==> config.mk <==
export PLATFORM = sky130hd
export DESIGN_NAME = seq_restoring_divider
export DESIGN_NICKNAME = d
export VERILOG_FILES = /design/src/rtl/seq_restoring_divider.sv
export SDC_FILE = /design/constraint.sdc
export NUM_CORES = 1
export LEC_CHECK = 0
export CELL_PAD_IN_SITES_DETAIL_PLACEMENT = 2
export CELL_PAD_IN_SITES_GLOBAL_PLACEMENT = 2
export CORE_AREA = 5 5 82 84
export CTS_CLUSTER_DIAMETER = 200
export CTS_CLUSTER_SIZE = 30
export DETAILED_ROUTE_END_ITERATION = 10
export DIE_AREA = 0 0 87 89
export MAX_ROUTING_LAYER = met4
export PLACE_DENSITY = 0.75
export REMOVE_ABC_BUFFERS = 1
export SLEW_MARGIN = 30
export SYNTH_ARGS = -nofsm -noshare
export SYNTH_HDL_FRONTEND = slang
export SYNTH_SLANG_ARGS = --single-unit
==> constraint.sdc <==
create_clock -name clk -period 2.7 [get_ports clk]
set_input_delay 0.675 -clock clk [delete_from_list [all_inputs] [get_ports clk]]
set_output_delay 0.675 -clock clk [all_outputs]
set_load 0.02 [all_outputs]
==> src/rtl/seq_restoring_divider.sv <==
// Iterative signed restoring divider: one quotient bit per cycle through a shared
// subtract stage, with sign fix-up, divide-by-zero and MIN/-1 overflow reporting.
module seq_restoring_divider #(
    parameter int WIDTH = 4
) (
    input  logic             clk,
    input  logic             rst,
    input  logic             in_valid,
    output logic             in_ready,
    input  logic [WIDTH-1:0] dividend,
    input  logic [WIDTH-1:0] divisor,
    output logic             out_valid,
    input  logic             out_ready,
    output logic [WIDTH-1:0] quotient,
    output logic [WIDTH-1:0] remainder,
    output logic             div_by_zero,
    output logic             overflow
);

    localparam int CW = $clog2(WIDTH + 1);
    localparam logic [WIDTH-1:0] MIN_VAL = {1'b1, {(WIDTH-1){1'b0}}};

    typedef enum logic [1:0] {IDLE, CALC, FIX, DONE} state_t;

    state_t           state, state_next;
    logic [WIDTH-1:0] dvd_q;      // dividend magnitude, shifts out MSB-first while quotient bits shift in
    logic [WIDTH-1:0] dvs_mag;
    logic [WIDTH:0]   rem_q;
    logic [CW-1:0]    count;
    logic             sign_q, sign_r, ovf;

    logic [WIDTH-1:0] a_mag, b_mag;
    logic [WIDTH+1:0] shifted, diff;
    logic             borrow, accept;

    assign in_ready = (state == IDLE);
    assign accept   = in_valid && in_ready;
    assign a_mag    = dividend[WIDTH-1] ? -dividend : dividend;
    assign b_mag    = divisor[WIDTH-1]  ? -divisor  : divisor;

    // Subtract stage: the partial remainder never exceeds |b|-1, so the top bit of
    // the shifted value is always 0 and diff's MSB is a clean borrow.
    assign shifted = {rem_q, dvd_q[WIDTH-1]};
    assign diff    = shifted - {2'b00, dvs_mag};
    assign borrow  = diff[WIDTH+1];

    always_ff @(posedge clk or posedge rst) begin
        if (rst) state <= IDLE;
        else     state <= state_next;
    end

    always_comb begin
        state_next = state;
        case (state)
            IDLE: if (accept) state_next = (divisor == '0) ? DONE : CALC;
            CALC: if (count == CW'(1)) state_next = FIX;
            FIX:  state_next = DONE;
            DONE: if (out_valid && out_ready) state_next = IDLE;
            default: state_next = IDLE;
        endcase
    end

    // NOTE: every register here, including the operand and result holding registers,
    // is cleared by reset so a dropped division leaves no stale result visible.
    always_ff @(posedge clk or posedge rst) begin
        if (rst) begin
            dvd_q       <= '0;
            dvs_mag     <= '0;
            rem_q       <= '0;
            count       <= '0;
            sign_q      <= 1'b0;
            sign_r      <= 1'b0;
            ovf         <= 1'b0;
            quotient    <= '0;
            remainder   <= '0;
            div_by_zero <= 1'b0;
            overflow    <= 1'b0;
            out_valid   <= 1'b0;
        end else begin
            // NOTE: non-blocking assignments so every register samples pre-edge values.
            case (state)
                IDLE: if (accept) begin
                    dvd_q   <= a_mag;
                    dvs_mag <= b_mag;
                    rem_q   <= '0;
                    count   <= CW'(WIDTH);
                    sign_q  <= dividend[WIDTH-1] ^ divisor[WIDTH-1];
                    sign_r  <= dividend[WIDTH-1];
                    ovf     <= (dividend == MIN_VAL) && (divisor == '1);
                end
                CALC: begin
                    count <= count - CW'(1);
                    dvd_q <= {dvd_q[WIDTH-2:0], ~borrow};
                    rem_q <= borrow ? shifted[WIDTH:0] : diff[WIDTH:0];
                end
                FIX: begin
                    quotient    <= sign_q ? -dvd_q : dvd_q;
                    remainder   <= sign_r ? -rem_q[WIDTH-1:0] : rem_q[WIDTH-1:0];
                    overflow    <= ovf;
                    div_by_zero <= 1'b0;
                    out_valid   <= 1'b1;
                end
                DONE: begin
                    // Entering DONE with out_valid low only happens on the divide-by-zero path.
                    if (!out_valid) begin
                        quotient    <= '1;
                        remainder   <= sign_r ? -dvd_q : dvd_q;
                        div_by_zero <= 1'b1;
                        overflow    <= 1'b0;
                        out_valid   <= 1'b1;
                    end else if (out_ready) begin
                        out_valid <= 1'b0;
                    end
                end
                default: ;
            endcase
        end
    end

endmodule

==> PnR_summary.wiki, run 1 <==
{| class="wikitable"
! Metric !! Value
|-
| Number of cell rows || 28
|-
| Reg2reg path depth || 7
|-
| Gr busiest metal || met2
|-
| Number of flops mapped to enable cells by yosys || 0
|-
| Measured slew at the worst slew-check pin || 0.604 ns
|-
| Routed vias/inst || about 5.2
|-
| Final Max Tran Viols || 0
|-
| Count of nets after finishing || 265
|-
| Maximum clock frequency || 440 MHz
|-
| Met1 Track Usage GR || 0.182
|-
| Hold Crit Class || reg2reg
|-
| Worst path setup slack after routing || 0.429 ns
|-
| Tmin final || 2.27 ns
|-
| Crit path max fanout || 4
|-
| Critical path capture point type || output pin
|-
| Power density over the cells || 1270 mW/mm^2
|-
| Fillers || around 640
|-
| Worst slack at placement || 0.366 ns
|-
| Synthesized flop and latch total || 32
|-
| Launching element type of the critical path || flop
|-
| Number of antenna repair diodes || 0
|-
| Number of port buffers || 23
|-
| Startpoint-to-endpoint class of the critical path || reg2out
|-
| Number of antenna violations at the first check in global routing || 0
|-
| Wire length of the first global-routing pass || 8850 um
|-
| Overall die width || 87 um
|-
| Cell breakdown of the critical path || inv_1 -> ha_1 -> clkdlybuf4s50_1
|-
| Initial core utilization || 0.344
|-
| Residual overflow from global routing || 0
|-
| R2R Path Start || dvd_q[3]
|-
| Signed area change from the synthesized netlist to the final layout || 20.6%
|-
| Remaining number of nets flagged by the antenna check after routing || 0
|-
| DRC viols || 0
|-
| Final period utilization || 0.841
|-
| Register area share after synthesis || 0.398
|-
| TritonCTS clock tree || done
|-
| Post-synthesis async set-or-reset flop share || 1.00
|-
| Proportion of layout cells with a drive suffix above 1 || 0.101
|-
| Leakage power total || 1.05 nW
|-
| Latest clock arrival within the worst-skew pair || 0.29 ns
|-
| Routed length per placed instance || between 15 and 20 um
|-
| Number of buffers between clock root and the deepest sink || 2
|-
| Final estimated routing congestion in global placement || 0.741
|-
| Overall track demand over capacity in global routing || 0.153
|-
| Core box area || 0.00585 mm^2
|-
| Number of hold violations in the final report || 0
|-
| Delay of the slowest cell on the worst path || 0.61 ns
|-
| GR Layer Usage met2 || 0.251
|-
| End point of the worst hold path || dvs_mag[3]
|-
| Distinct cells, synth || 46
|-
| Number of instances in the synthesized netlist || approximately 210
|-
| Number of H-tree levels || 2
|-
| Count of routing violations after the opening detailed-route iteration || 30
|-
| Hold buffer count at cts || 0
|-
| Number of post-CTS setup repair buffers || 0
|-
| Maximum resistive drop on vdd || around 0.0006 V
|-
| Final-layout worst hold slack || 0.489 ns
|-
| Setup repair after global routing missed its margin || false
|-
| Count of endpoints failing setup in the final report || 0
|-
| Outcome || completed
|-
| Multi-input gate area in the final layout || 0.00110 mm^2
|-
| Count of cells along the worst hold path || 2
|-
| Share of the synthesized area in the top cell type || 0.398
|-
| Clock buffer count from CTS || 5
|-
| Io pins || 24
|-
| Count of TritonRoute iterations in the first routing pass || 3
|-
| Yosys warnings || 0
|-
| Critical path data required time || 2.03 ns
|-
| Max-cap violations || 0
|-
| Destination of the worst register-to-register timing path || rem_q[4]
|-
| Mapped Avg Cell Area || 9.54 um^2
|-
| Crit path arrival time || around 1.6 ns
|-
| Most used DFF post-synth || sky130_fd_sc_hd__dfrtp_1
|-
| Maximum number of pins on one net before global-route repair || 33
|-
| Area taken by flip-flops and latches || around 800 um^2
|-
| Clock skew after layout || 0.00913 ns
|-
| Met3 usage in global routing || 0.0369
|-
| Reg-to-reg slack, setup || 0.63 ns
|-
| Number of sinks on the clock net || 32
|-
| Top cells by area in the synthesized netlist || sky130_fd_sc_hd__dfrtp_1 (40%), sky130_fd_sc_hd__ha_1 (9.3%), sky130_fd_sc_hd__o21ai_0 (4.7%)
|-
| Cell with the most instances after synthesis || sky130_fd_sc_hd__dfrtp_1
|-
| Via count || approximately 1.6k
|-
| Placed cells || around 310
|-
| Root Buffer || sky130_fd_sc_hd__clkbuf_8
|-
| Headroom to the max-slew limit || 0.594
|-
| Detailed placer's ending HPWL || roughly 4000 um
|-
| Slowest CP cell || sky130_fd_sc_hd__clkdlybuf4s50_1
|-
| Chip Height || 89 um
|-
| Via count of the first global-routing pass || between 1.5k and 2k
|-
| Startpoint of the tightest hold check path || dvs_mag[3]
|-
| Cell taking the most area after synthesis || sky130_fd_sc_hd__dfrtp_1
|-
| Commonest cells post-synth || sky130_fd_sc_hd__dfrtp_1 (32), sky130_fd_sc_hd__inv_1 (22), sky130_fd_sc_hd__o21ai_0 (19), sky130_fd_sc_hd__nand2_1 (16), sky130_fd_sc_hd__ha_1 (15)
|-
| Reg clk slew, reported paths || 0.07 ns
|-
| Non-filler instance count after layout || 313
|-
| Final Routed Wirelength || ~5200 um
|-
| Floorplan die area || a little under 0.008 mm^2
|-
| Cell Area, Synth || between 0.002 and 0.0025 mm^2
|-
| Post-CTS resize count || 0
|-
| Setup Total Neg Slack || 0 ns
|}
## worst max path at each step
stage          endpoint  depth (start not counted)  slack, ns  startpoint
2_1_floorplan  rem_q[4]                          7       0.83    state[0]
3_3_place_gp   rem_q[4]                          6       0.42    in_valid
3_5_place_dp   rem_q[4]                          6       0.37    in_valid
4_1_cts        in_ready                          3       0.42    state[1]
5_1_grt        in_ready                          3       0.36    state[1]
6_report       in_ready                          3       0.43    state[0]
## cell families after synthesis
kind of cell             Yosys count  share of synthesized area
XOR/XNOR                          11                     0.0479
AO/OA/AOI/OAI                     56                      0.182
multiplexers                      13                     0.0740
AND/OR/NAND/NOR                   53                      0.138
flip-flops                        32                      0.398
adder cells (fa/ha/maj)           16                      0.103
buffers and inverters             30                     0.0566
## cell type report
| cell class | count | share of cell area |
|---|---|---|
| clock inverters | 2 | 0.00412 |
| repair buffers | 27 | 0.107 |
| clock buffers | 6 | 0.0340 |
| flip-flops and latches | 32 | 0.330 |
| well taps | 75 | 0.0387 |
| multi-input cells | 149 | 0.452 |
| inverters | 22 | 0.0340 |
## through the flow
step | total power [mW] | area (um^2) | util
2_1_floorplan | 2.14 | 1980 | -
3_3_place_gp | 2.66 | 2330 | 0.399
3_5_place_dp | 2.73 | 2330 | 0.399
4_1_cts | 3.14 | 2430 | 0.415
5_1_grt | 3.40 | 2430 | 0.415
6_report | 3.08 | 2430 | 0.415
## flip-flops by register name, summed over array words and instances (netlist names)
name	flops
rem_q	5
dvd_q	4
dvs_mag	4
quotient	4
remainder	4
count	3
state	2
div_by_zero	1
out_valid	1
overflow	1
ovf	1
sign_q	1
sign_r	1
## worst max-delay path, delay by kind of cell, from the launching register on
family	cells	cell delay (ns)
buffers and inverters	2	0.72
flip-flops	1	0.42
adder cells (fa/ha/maj)	1	0.17
## power by group
part / internal, mW / total (mW) / switching, mW / leakage, nW
Clock: 0.203 / 0.392 / 0.189 / 0.0510
Combinational: 0.847 / 1.79 / 0.942 / 0.614
Sequential: 0.687 / 0.902 / 0.215 / 0.389
Total: 1.74 / 3.08 / 1.34 / 1.05
## cells in the final DEF (no fill, tap or decap), types with 2 or more instances in the layout
master                            instances
sky130_fd_sc_hd__dfrtp_1                 32
sky130_fd_sc_hd__clkdlybuf4s50_1         23
sky130_fd_sc_hd__inv_1                   22
sky130_fd_sc_hd__o21ai_0                 19
sky130_fd_sc_hd__nand2_1                 16
sky130_fd_sc_hd__ha_1                    15
sky130_fd_sc_hd__nor2_1                  11
sky130_fd_sc_hd__a21oi_1                 11
sky130_fd_sc_hd__xnor2_1                  9
sky130_fd_sc_hd__nor2b_1                  7
sky130_fd_sc_hd__mux2i_1                  7
sky130_fd_sc_hd__o22ai_1                  6
sky130_fd_sc_hd__clkbuf_8                 6
sky130_fd_sc_hd__mux2_2                   5
sky130_fd_sc_hd__nand2b_1                 4
sky130_fd_sc_hd__o31ai_1                  4
sky130_fd_sc_hd__buf_4                    4
sky130_fd_sc_hd__nand3_1                  3
sky130_fd_sc_hd__a221oi_1                 2
sky130_fd_sc_hd__and3_1                   2
sky130_fd_sc_hd__xor2_1                   2
sky130_fd_sc_hd__clkinv_2                 2
## routing by layer
metal	vias to the layer above	wire length (um)
met1	794	2390
li1	789	-
met3	11	200
met4	0	89
met2	26	2480
met5	-	0
(Power assumes the default switching activity.)
==> run 2, diff against run 1 <==
clock period = 2.16 ns   (was 2.7 ns; I/O delays follow)
==> run 2 against run 1 <==
Effect of this change:
- power grew 31%
- clock-buffer cell count is the same
- global-route usage grew 1.2 points
- register-to-register slack lost 0.46 ns
- setup slack lost 0.26 ns
- cell count grew 4.2%
- hold slack gained 0.0010 ns
- clock power grew 25%
- core utilization grew 1.7 points
==> PnR_summary.wiki, run 2 (same netlist as run 1, synthesis figures left out) <==
{| class="wikitable"
! Metric !! Value
|-
| Outcome || completed
|-
| Leakage power total || between 1 and 1.5 nW
|-
| Launching element type of the critical path || flop
|-
| Power density over the cells || 1590 mW/mm^2
|-
| Wire length of the first global-routing pass || 9540 um
|-
| Number of port buffers || 23
|-
| Proportion of layout cells with a drive suffix above 1 || 0.147
|-
| Most frequent cells in the layout || sky130_fd_sc_hd__dfrtp_1 (32), sky130_fd_sc_hd__inv_1 (22), sky130_fd_sc_hd__clkdlybuf4s50_1 (22), sky130_fd_sc_hd__o21ai_0 (19), sky130_fd_sc_hd__buf_4 (17)
|-
| Maximum number of pins on one net before global-route repair || 33
|-
| Critical path data required time || 2.33 ns
|-
| Combinational Power Share || 0.606
|-
| Residual overflow from global routing || 0
|-
| Via count || 1712
|-
| Routed vias/inst || 5.25
|-
| Crit path arrival time || 2.16 ns
|-
| Hold buffer count at cts || 0
|-
| Cell family contributing the most delay on the critical path || compound AO/OA/AOI/OAI gates
|-
| Number of cell rows || 28
|-
| Chip Height || 89 um
|-
| Final Routed Wirelength || 5680 um
|-
| Tmin final || about 2 ns
|-
| Cell breakdown of the critical path || ha_1 -> or2b_1 -> a21oi_1 -> o2111ai_4 -> mux2i_1 -> a211o_1
|-
| Overall die width || 87 um
|-
| Final estimated routing congestion in global placement || ~0.77
|-
| Setup Total Neg Slack || 0 ns
|-
| Detailed placer's ending HPWL || 4500 um
|-
| Sequential share of power || 0.273
|-
| Most flops, register || rem_q
|-
| Max-cap violations || 0
|-
| Number of sinks on the clock net || 32
|-
| Floorplan die area || between 0.007 and 0.008 mm^2
|-
| Count of buffer and inverter cells on the critical path || 0
|-
| Number of antenna violations at the first check in global routing || 0
|-
| Maximum resistive drop on vdd || 0.000638 V
|-
| Number of antenna repair diodes || 0
|-
| Power consumption || 4.03 mW
|-
| Hold Crit Class || reg2reg
|-
| Final period utilization || 0.922
|-
| Core box area || 0.00585 mm^2
|-
| TritonCTS clock tree || done
|-
| Via count of the first global-routing pass || 1916
|-
| Headroom to the max-slew limit || 0.595
|-
| Root Buffer || sky130_fd_sc_hd__clkbuf_8
|-
| Signed area change from the synthesized netlist to the final layout || 25.6%
|-
| Measured slew at the worst slew-check pin || 0.603 ns
|-
| Reg clk slew, reported paths || 0.07 ns
|-
| DRC viols || 0
|-
| Count of TritonRoute iterations in the first routing pass || 4
|-
| Overall track demand over capacity in global routing || 0.165
|-
| Initial core utilization || 0.344
|-
| Final Max Tran Viols || 0
|-
| Number of buffers between clock root and the deepest sink || 2
|-
| Count of endpoints failing setup in the final report || 0
|-
| Number of H-tree levels || 2
|-
| Most common cell after layout, fill and taps aside || sky130_fd_sc_hd__dfrtp_1
|-
| Number of hold violations in the final report || 0
|-
| Setup repair after global routing missed its margin || false
|-
| Share of power burned in the clock network || 0.122
|-
| Pint || 2.28 mW
|-
| Crit path max fanout || 6
|-
| Slowest CP cell || sky130_fd_sc_hd__dfrtp_1
|-
| Count of routing violations after the opening detailed-route iteration || 46
|-
| Clock buffer count from CTS || 5
|-
| Reported net switching power || 1.75 mW
|-
| Largest register FFs || 5
|-
| Critical path capture point type || flop
|-
| Remaining number of nets flagged by the antenna check after routing || 0
|-
| Io pins || 24
|-
| Switching part of the total || 0.434
|-
| Delay of the slowest cell on the worst path || 0.41 ns
|-
| Maximum clock frequency || 502 MHz
|-
| Count of nets after finishing || 278
|-
| Startpoint-to-endpoint class of the critical path || reg2reg
|-
| Latest clock arrival within the worst-skew pair || 0.29 ns
|-
| Routed length per placed instance || 17.4 um
|-
| Clock skew after layout || 0.00864 ns
|}
-- run 2: cell count changes in the layout (fill, tap and decap cells not counted) --
cell	delta
sky130_fd_sc_hd__buf_4	+13
sky130_fd_sc_hd__clkdlybuf4s50_1	-1
sky130_fd_sc_hd__dlymetal6s2s_1	+1
-- run 2: layer usage --
layer / GRT usage / wire length, um / vias to the layer above
met5: - / 0 / -
met4: 0.0496 / 58 / 0
met3: 0.0295 / 193 / 8
met2: 0.293 / 2970 / 33
met1: 0.189 / 2450 / 860
li1: - / - / 811
-- run 2: worst reg2reg max path, delay by kind of cell (launching register included) --
kind	cells	cell delay, ns
AOI/OAI and AO/OA	3	0.74
DFF	1	0.41
adders and majority gates	1	0.30
and+or+nand+nor	1	0.25
muxes	1	0.17
-- run 2: power groups by stage --
stage,Clock (mW),Sequential [mW],Combinational [mW]
final,0.491,1.10,2.44
after CTS,0.500,1.10,2.50
after global placement,0,1.10,2.38
after global routing,0.526,1.14,2.73
after detailed placement,0,1.11,2.47
after floorplan,0,1.15,1.53
-- run 2: worst paths after layout --
check	cells past startpoint	endpoint	start	slack, ns
hold / removal	2	dvs_mag[2]	dvs_mag[2]	0.49
min in group asynchronous	3	quotient[1]	rst	0.65
hold reg to reg	2	dvs_mag[2]	dvs_mag[2]	0.49
setup / recovery	6	rem_q[4]	rem_q[0]	0.17
max in group asynchronous	3	rem_q[2]	rst	1.19
setup reg to reg	6	rem_q[4]	rem_q[0]	0.17
-- run 2: area by class of cell --
class / count / area (um^2)
Clock buffer: 6 / 82.6
Clock inverter: 2 / 10.0
Fill cell: 646 / 3320
Inverter: 22 / 82.6
Multi-Input combinational cell: 149 / 1100
Sequential cell: 32 / 801
Tap cell: 75 / 93.8
Timing Repair Buffer: 40 / 360
-- run 2: metrics by stage --
step,hold slack (ns),setup slack [ns],instances,instance area (um^2),util
after CTS,0.499,0.0107,326,2520,0.432
final,0.490,0.169,326,2530,0.432
after detailed placement,0.484,0.0761,318,2430,0.416
after floorplan,0.448,0.292,203,1980,-
after global placement,0.468,0.176,318,2430,0.416
after global routing,0.528,0.0395,326,2530,0.432
-- run 2: repair_timing --
item	in CTS	in global routing
setup buffers	0	0
resized for setup	0	1
endpoints found under the setup margin	0	1
==> run 3, diff against run 2 <==
HOLD_SLACK_MARGIN = 0.1   (was not set)
==> results of run 3 <==
The final DEF is identical to that of run 2; final timing and power are the same.
